===== config.mk =====
export PLATFORM = sky130hd
export DESIGN_NAME = point_scan_driver
export DESIGN_NICKNAME = d
export VERILOG_FILES = /design/src/rtl/point_scan_driver.sv
export SDC_FILE = /design/constraint.sdc
export NUM_CORES = 1
export LEC_CHECK = 0
export BUFFER_PORTS_ARGS = -buffer_cell sky130_fd_sc_hd__buf_4
export CAP_MARGIN = 20
export CORE_ASPECT_RATIO = 1.75
export CORE_MARGIN = 4
export CORE_UTILIZATION = 51
export DETAILED_ROUTE_END_ITERATION = 6
export PLACE_DENSITY = 0.73
export SYNTH_ARGS = -nofsm -noshare
export SYNTH_HDL_FRONTEND = slang
export SYNTH_SLANG_ARGS = --single-unit

===== constraint.sdc =====
create_clock -name clock -period 6.9 [get_ports clock]
set_input_delay 0.69 -clock clock [delete_from_list [all_inputs] [get_ports clock]]
set_output_delay 0.69 -clock clock [all_outputs]
set_load 0.005 [all_outputs]

===== src/rtl/point_scan_driver.sv =====
// Double-buffered 16x16 point bitmap with a row-multiplexed LED scan.
// Define LED_SCAN_BLANK_EN to insert BLANK_CYCLES all-off cycles after each row.
module point_scan_driver #(
    parameter int DWELL_CYCLES = 64,
    parameter int BLANK_CYCLES = 4
) (
    input  logic        clock,
    input  logic        reset,
    input  logic [7:0]  point_coord,
    input  logic        point_enable,
    input  logic        frame_tick,
    output logic [15:0] row_sel,
    output logic [15:0] col_data,
    output logic [7:0]  frame_points
);

    localparam int CNT_MAX = (DWELL_CYCLES > BLANK_CYCLES) ? DWELL_CYCLES : BLANK_CYCLES;
    localparam int CNT_W   = (CNT_MAX > 1) ? $clog2(CNT_MAX) : 1;
    localparam logic [CNT_W-1:0] DWELL_LAST = CNT_W'(DWELL_CYCLES - 1);
`ifdef LED_SCAN_BLANK_EN
    localparam logic [CNT_W-1:0] BLANK_LAST = CNT_W'(BLANK_CYCLES - 1);
`endif

    typedef enum logic {S_BLANK, S_DRIVE} state_t;

    logic [1:0][15:0][15:0] bitmap;
    logic [1:0][15:0]       row_valid;
    logic                   front_sel;
    logic                   back_sel;
    logic [7:0]             back_cnt;
    logic [7:0]             cnt_next;
    logic [3:0]             pt_row;
    logic [15:0]            pt_mask;

    state_t           state, state_nxt;
    logic [3:0]       row_idx, row_idx_nxt;
    logic [CNT_W-1:0] dwell_cnt, dwell_nxt;
    logic [15:0]      row_sel_nxt, col_nxt;
    logic             blank_done;

    assign back_sel = ~front_sel;
    assign pt_row   = point_coord[7:4];
    assign pt_mask  = 16'(1) << point_coord[3:0];
    assign cnt_next = (point_enable && back_cnt != 8'hFF) ? back_cnt + 8'd1 : back_cnt;

    // Clearing row_valid is the single-cycle bank wipe; stale bitmap bits stay masked.
    always_ff @(posedge clock or posedge reset) begin
        if (reset) begin
            row_valid    <= '0;
            front_sel    <= 1'b0;
            back_cnt     <= '0;
            frame_points <= '0;
        end else begin
            if (frame_tick) begin
                row_valid[front_sel] <= '0;
                front_sel            <= ~front_sel;
                frame_points         <= cnt_next;
                back_cnt             <= '0;
            end else begin
                back_cnt <= cnt_next;
            end
            if (point_enable)
                row_valid[back_sel][pt_row] <= 1'b1;
        end
    end

    always_ff @(posedge clock) begin
        if (point_enable)
            bitmap[back_sel][pt_row] <= (row_valid[back_sel][pt_row] ?
                                         bitmap[back_sel][pt_row] : 16'h0000) | pt_mask;
    end

    always_ff @(posedge clock or posedge reset) begin
        if (reset) begin
            state     <= S_BLANK;
            row_idx   <= '0;
            dwell_cnt <= '0;
            row_sel   <= '0;
            col_data  <= '0;
        end else begin
            state     <= state_nxt;
            row_idx   <= row_idx_nxt;
            dwell_cnt <= dwell_nxt;
            row_sel   <= row_sel_nxt;
            col_data  <= col_nxt;
        end
    end

    // Row data is latched only at row entry, so a mid-row swap waits for the next row.
    always_comb begin
        state_nxt   = state;
        row_idx_nxt = row_idx;
        dwell_nxt   = dwell_cnt;
        row_sel_nxt = row_sel;
        col_nxt     = col_data;
`ifdef LED_SCAN_BLANK_EN
        blank_done  = (dwell_cnt == BLANK_LAST);
`else
        blank_done  = 1'b1;
`endif
        unique case (state)
            S_BLANK: begin
                if (blank_done) begin
                    state_nxt   = S_DRIVE;
                    dwell_nxt   = '0;
                    row_sel_nxt = 16'(1) << row_idx;
                    col_nxt     = row_valid[front_sel][row_idx] ?
                                  bitmap[front_sel][row_idx] : 16'h0000;
                end else begin
                    dwell_nxt = dwell_cnt + CNT_W'(1);
                end
            end
            S_DRIVE: begin
                if (dwell_cnt == DWELL_LAST) begin
                    dwell_nxt   = '0;
                    row_idx_nxt = row_idx + 4'd1;
`ifdef LED_SCAN_BLANK_EN
                    state_nxt   = S_BLANK;
                    row_sel_nxt = '0;
                    col_nxt     = '0;
`else
                    row_sel_nxt = 16'(1) << row_idx_nxt;
                    col_nxt     = row_valid[front_sel][row_idx_nxt] ?
                                  bitmap[front_sel][row_idx_nxt] : 16'h0000;
`endif
                end else begin
                    dwell_nxt = dwell_cnt + CNT_W'(1);
                end
            end
            default: state_nxt = S_BLANK;
        endcase
    end

endmodule


* Word-level counts from Yosys, hierarchy flattened
Index checks and enable logic that the tools add are counted.
** Operators by class
- Reduce and logical (&&, ||, !) cells :: 5
- Shift operators :: 3
- Equal/unequal tests :: 3
- Bitwise gates (word level) :: 6
- Order comparisons :: 8
- Mux-type cells :: 44
- $add $sub $neg :: 3
** Operators with widths (count)
- 256-bit 2-to-1 mux :: 5
- 512-bit bitwise mux :: 1
- 256-bit demux with 1-bit select :: 1
- 16-bit 2-to-1 mux :: 15
- 16-bit binary-select mux with 4-bit select :: 3
- 16-bit demux with 4-bit select :: 1
- 32-bit 2-to-1 mux :: 2
- 16-bit one-hot mux with 2 select lines :: 2
- 1-bit by 4-bit left shift with 16-bit output, first input constant :: 3
- 32-bit AND :: 1
- 16-bit demux with 1-bit select :: 2
- 32-bit NOT :: 1
- 32-bit bitwise OR :: 1
- 8-bit 2-to-1 mux :: 2
- 16-bit bitwise OR :: 1
- 4-bit by 5-bit less-than comparator with 1-bit output, second input constant :: 3
- 1-bit binary-select mux with 4-bit select :: 3
- 6-bit one-hot mux with 2 select lines :: 1
- 8-bit by 1-bit adder with 8-bit output, second input constant :: 1
- 8-bit inequality test, second input constant :: 1
- 6-bit by 1-bit adder with 6-bit output, second input constant :: 1
- 6-bit == test, second input constant :: 1
- 6-bit 2-to-1 mux :: 1
- 4-bit by 1-bit adder with 4-bit output, second input constant :: 1
- other kinds (9) :: 18
** Word-level totals
- Output and inout bits :: 40
- Input bits :: 12
- Word-level logic and storage cells :: 114
- Flip-flop bits (word level) :: 604

* Longest topological paths before layout
- Depth in word-level cells :: 9
- Mapped depth :: 11
- Gate-level depth less buffers :: 7

* Worst setup path after synthesis
OpenSTA, ideal clock, no wires.
- Path type :: in2reg
- Start :: input port point_coord[5]
- End :: register bitmap[105] in the netlist's numbering, data pin
- Stages on the path :: 8
- Setup time :: 0.380 ns
- Path buffers :: 3
- Data required time :: 6.520 ns
- Slack :: 3.489 ns
- Arrival :: 3.031 ns
- Path through :: buf_4 -> buf_4 -> buf_1 -> mux4_2 -> mux2i_1 -> o22ai_1 -> nor2_1 -> o22ai_1
** Between the ends
- Cells in the longest elaborated chain, start to end :: 7
- Elaborated cells between the ends (all ways) :: 14
- Classes of those cells :: 2 x order compare; 10 x mux; 1 x bitwise; 1 x reduce/logical
** RTL lines
- start: declaration :: line 9 : input logic [7:0] point_coord,
- 4-bit by 5-bit less-than comparator with 1-bit output (not written as such) / 4-bit by 1-bit greater-or-equal comparator with 1-bit output (equally long branches) :: line 69 : bitmap[back_sel][pt_row] <= (row_valid[back_sel][pt_row] ?
- 1-bit logical AND (not written as such) :: line 69
- 16-bit 2-to-1 mux :: line 69
- 16-bit demux with 4-bit select :: line 69
- 256-bit 2-to-1 mux :: line 69
- 256-bit demux with 1-bit select :: line 69
- 512-bit bitwise mux (*) :: line 69
- end signal: indexed assignment :: line 69
- end: declaration :: line 26 : logic [1:0][15:0][15:0] bitmap;
Mark *: on every way between the ends. The rest lies on a longest branch, timed or not. The select of a mux whose other input is x is not followed.
A chain may end at the register's enable or synchronous reset.

* Final worst setup path
- Start :: register row_idx[0]
- End :: register col_data[1]
** Between the ends
- Cells in the longest elaborated chain, start to end :: 6
- Elaborated cells between the ends (all ways) :: 13
- Classes of those cells :: 1 x add/sub; 12 x mux
** RTL lines
- start: declaration :: line 36 : logic [3:0] row_idx, row_idx_nxt;
- start signal: assignment :: line 82 : row_idx <= row_idx_nxt;
- 4-bit by 1-bit adder with 4-bit output :: line 116 : row_idx_nxt = row_idx + 4'd1;
- 16-bit binary-select mux with 4-bit select / 1-bit binary-select mux with 4-bit select (equally long branches) :: line 124, 123
- 16-bit 2-to-1 mux (not written as such) / 1-bit 2-to-1 mux (equally long branches) :: line 124, 123
- 16-bit 2-to-1 mux :: line 123 : col_nxt = row_valid[front_sel][row_idx_nxt] ?
- 16-bit 2-to-1 mux :: line 114 : if (dwell_cnt == DWELL_LAST) begin
- 16-bit one-hot mux with 2 select lines (*) :: line 101 : unique case (state)
- end signal: assignment :: line 85 : col_data <= col_nxt;
- end: declaration :: line 13 : output logic [15:0] col_data,
Marked as above.

==> impl_metrics.ini <==
[run_status]
status = finished, violations left
violations = DRC

[sta]
period_share = 0.642
fmax_ghz = 0.226
fin_setup_tns_ns = 0
fin_hold_ws_ns = 0.109
hold_violations = 0
rsz0062_at_grt = no
finalSetupViolations = 0
final.min_clock_period_ns = 4.43
relSlewSlack = 0.178
skew_ns = 0.0204
tightestPinTransition_ns = 1.23
maxSlewViolCount = 0

[routing]
remaining_drc_errors = 1
via_per_inst = 7.48
routed_wl_um = 91400
drt-initial-drc-count = 2326
drtAntennaViolNets = 0
dr.pass1.iters = 7
wl_per_cell_um = 36.1
vias = 18900

[clocking]
cts-root-buf = clkbuf_16
clk_pin_slew_ns = 0.07
cts_resized = 0
cts_setup_buffers = 0
cts_hold_buffers = 0
cts_tree = done
cts_sinks = 604
ctsLongestPathBuffers = 3
clock_latency_ns = 0.61
htreeDepth = 2
cts_buffers = 54

[floorplan]
coreArea_um2 = 62200
die_height_um = 339
die_w_um = 197
start_util = 0.515
ioPinCount = 52
die_area_um2 = 67000
rows = 121

[job]
drv_cap = 0

[placed_design]
io_buffer_count = 51
hpwlAfterDp_um = 54000
gp_congestion = 0.848

[synthesis]
synth_area_leader_cell = edfxtp_1
yosysMostFrequentCell = edfxtp_1
yosysUniqueCellTypes = 51
syn_nets = 1699
synthTopCellsByCount = edfxtp_1, mux4_2, dfrtp_1, mux2i_1, nor2_1
syn-cell-area_um2 = 32000
syn_area_per_cell_um2 = 19.0
synth_edf_count = 512
synth_top_area_share = 0.480
yosysSeqAreaShare = 0.552
synthTopCellsByArea = edfxtp_1, mux4_2, dfrtp_1
synthArstFlopShare = 0.152
synth_cells = 1684
ys_warn_count = 0
synth_flop_cell = edfxtp_1
synth-seq-cells = 604

[setup_path]
worst_ep_required_time_ns = 7.36
slowest_delay_ns = 0.81
cp_num_buf_inv = 2
cp_top_family = buffers and inverters
path_cells = ha_4, buf_4, nor2b_1, a22oi_1, o21ai_1, a2111oi_0, o311ai_4, buf_4, o211ai_1
worst-path-stages = 9
worstPathMaxFanout = 57
cp-start-kind = register
critPathSlowestCell = buf_4
r2r_cells = 9
path_common_cell = buf_4
critical_path_arrival_ns = 4.89
path_class = reg2reg
critPathCaptureType = register

[worst_hold_path]
hp-class = in2async

[cells_and_area]
area_delta_synth_final_pct = 10.1
final_util = 0.567
final_nets = 1698
drive_gt1_frac = 0.415

[grt]
grt_usage = 0.274
first_global_vias = 19500
overflow = 0
grt_pass1_wl_um = 134000
grt_max_degree = 118
antenna_found_initial = 1

[power_and_ir_drop]
power_leakage_nw = 11.8
power_density_nw_per_um2 = 399
max-vdd-ir-drop_mv = 0.304
## cell families (layout without fill, tap and decap cells)
logic type                 Yosys count  after routing  share of synthesized area
AOI/OAI and AO/OA                  142            142                     0.0309
xor gates and xnor gates            17             17                    0.00465
adders and majority gates            3              3                    0.00117
buffers and inverters              157            202                     0.0235
DFF                                604            604                      0.552
muxes                              574            574                      0.361
other                                1              2                   0.000117
and+or+nand+nor                    186            186                     0.0263
## registers in the layout (all words and copies together) (netlist names)
name	flops
bitmap	512
col_data	16
dwell_cnt	6
row_valid	32
state	1
back_cnt	8
row_sel	16
frame_points	8
front_sel	1
row_idx	4
## through the flow
stage | total power, mW | instances | area (µm²) | setup slack, ns
floorplan | 9.45 | 1684 | 32000 | 3.49
global placement | 10.8 | 2422 | 33300 | 2.62
detailed placement | 10.9 | 2422 | 33300 | 2.53
CTS | 14.1 | 2524 | 35200 | 2.62
global route | 14.6 | 2528 | 35300 | 2.42
finish | 14.1 | 2529 | 35300 | 2.47
## final timing paths
check	slack (ns)	to	from
setup / recovery	2.47	col_data[1]	row_idx[0]
hold / removal	0.11	col_data[10]	reset
setup reg to reg	2.47	col_data[1]	row_idx[0]
hold reg to reg	0.47	dwell_cnt[0]	dwell_cnt[0]
max in group asynchronous	5.43	row_idx[0]	reset
min in group clock	0.47	dwell_cnt[0]	dwell_cnt[0]
## where the power goes
| part | internal [mW] | switching [mW] |
|---|---|---|
| Clock | 1.78 | 1.38 |
| Sequential | 4.23 | 0.336 |
| Combinational | 3.34 | 3.00 |
## layout by cell type, fill, tap and decap left out, types with 5 or more instances in the layout
cell type	n
clkbuf_8	5
bufinv_16	5
nor2_4	28
dfrtp_1	88
clkinv_1	6
buf_4	85
xor2_1	10
o22ai_2	7
nand4_1	5
nor2_1	37
nand2b_1	16
a21oi_1	11
nand3_1	16
clkbuf_1	8
clkinv_2	9
o22ai_1	32
mux4_2	463
xnor2_1	5
o21ai_0	12
edfxtp_1	512
mux2_2	19
inv_1	5
clkbuf_16	58
nand2_1	55
a22o_1	14
mux2i_1	91
a21o_1	32
clkinvlp_4	7
o211ai_1	15
## per-layer routing
metal | up-vias | routed length (µm) | GRT usage
li1 | 7283 | - | -
met1 | 10000 | 30300 | 0.348
met2 | 1292 | 45900 | 0.450
met3 | 319 | 8890 | 0.0475
met4 | 2 | 6280 | 0.154
met5 | - | 13 | 0
## layout make-up
cell class                      count  area, µm²
Inverter                            7       28.8
Sequential cell                   604      17700
Tap cell                          799       1000
Antenna cell                        1       2.50
Fill cell                        4434      27000
Clock inverter                     31        308
Timing Repair Buffer               93        778
Multi-Input combinational cell    923      13900
Clock buffer                       71       1550
## worst register-to-register path: cells and delay by family (launching register included)
family / cells / cell delay, ns
buffers and inverters: 2 / 1.26
AOI/OAI and AO/OA: 5 / 1.18
DFF: 1 / 0.70
adders and majority gates: 1 / 0.64
and+or+nand+nor: 1 / 0.49
Power figures use the tool's default switching activity.
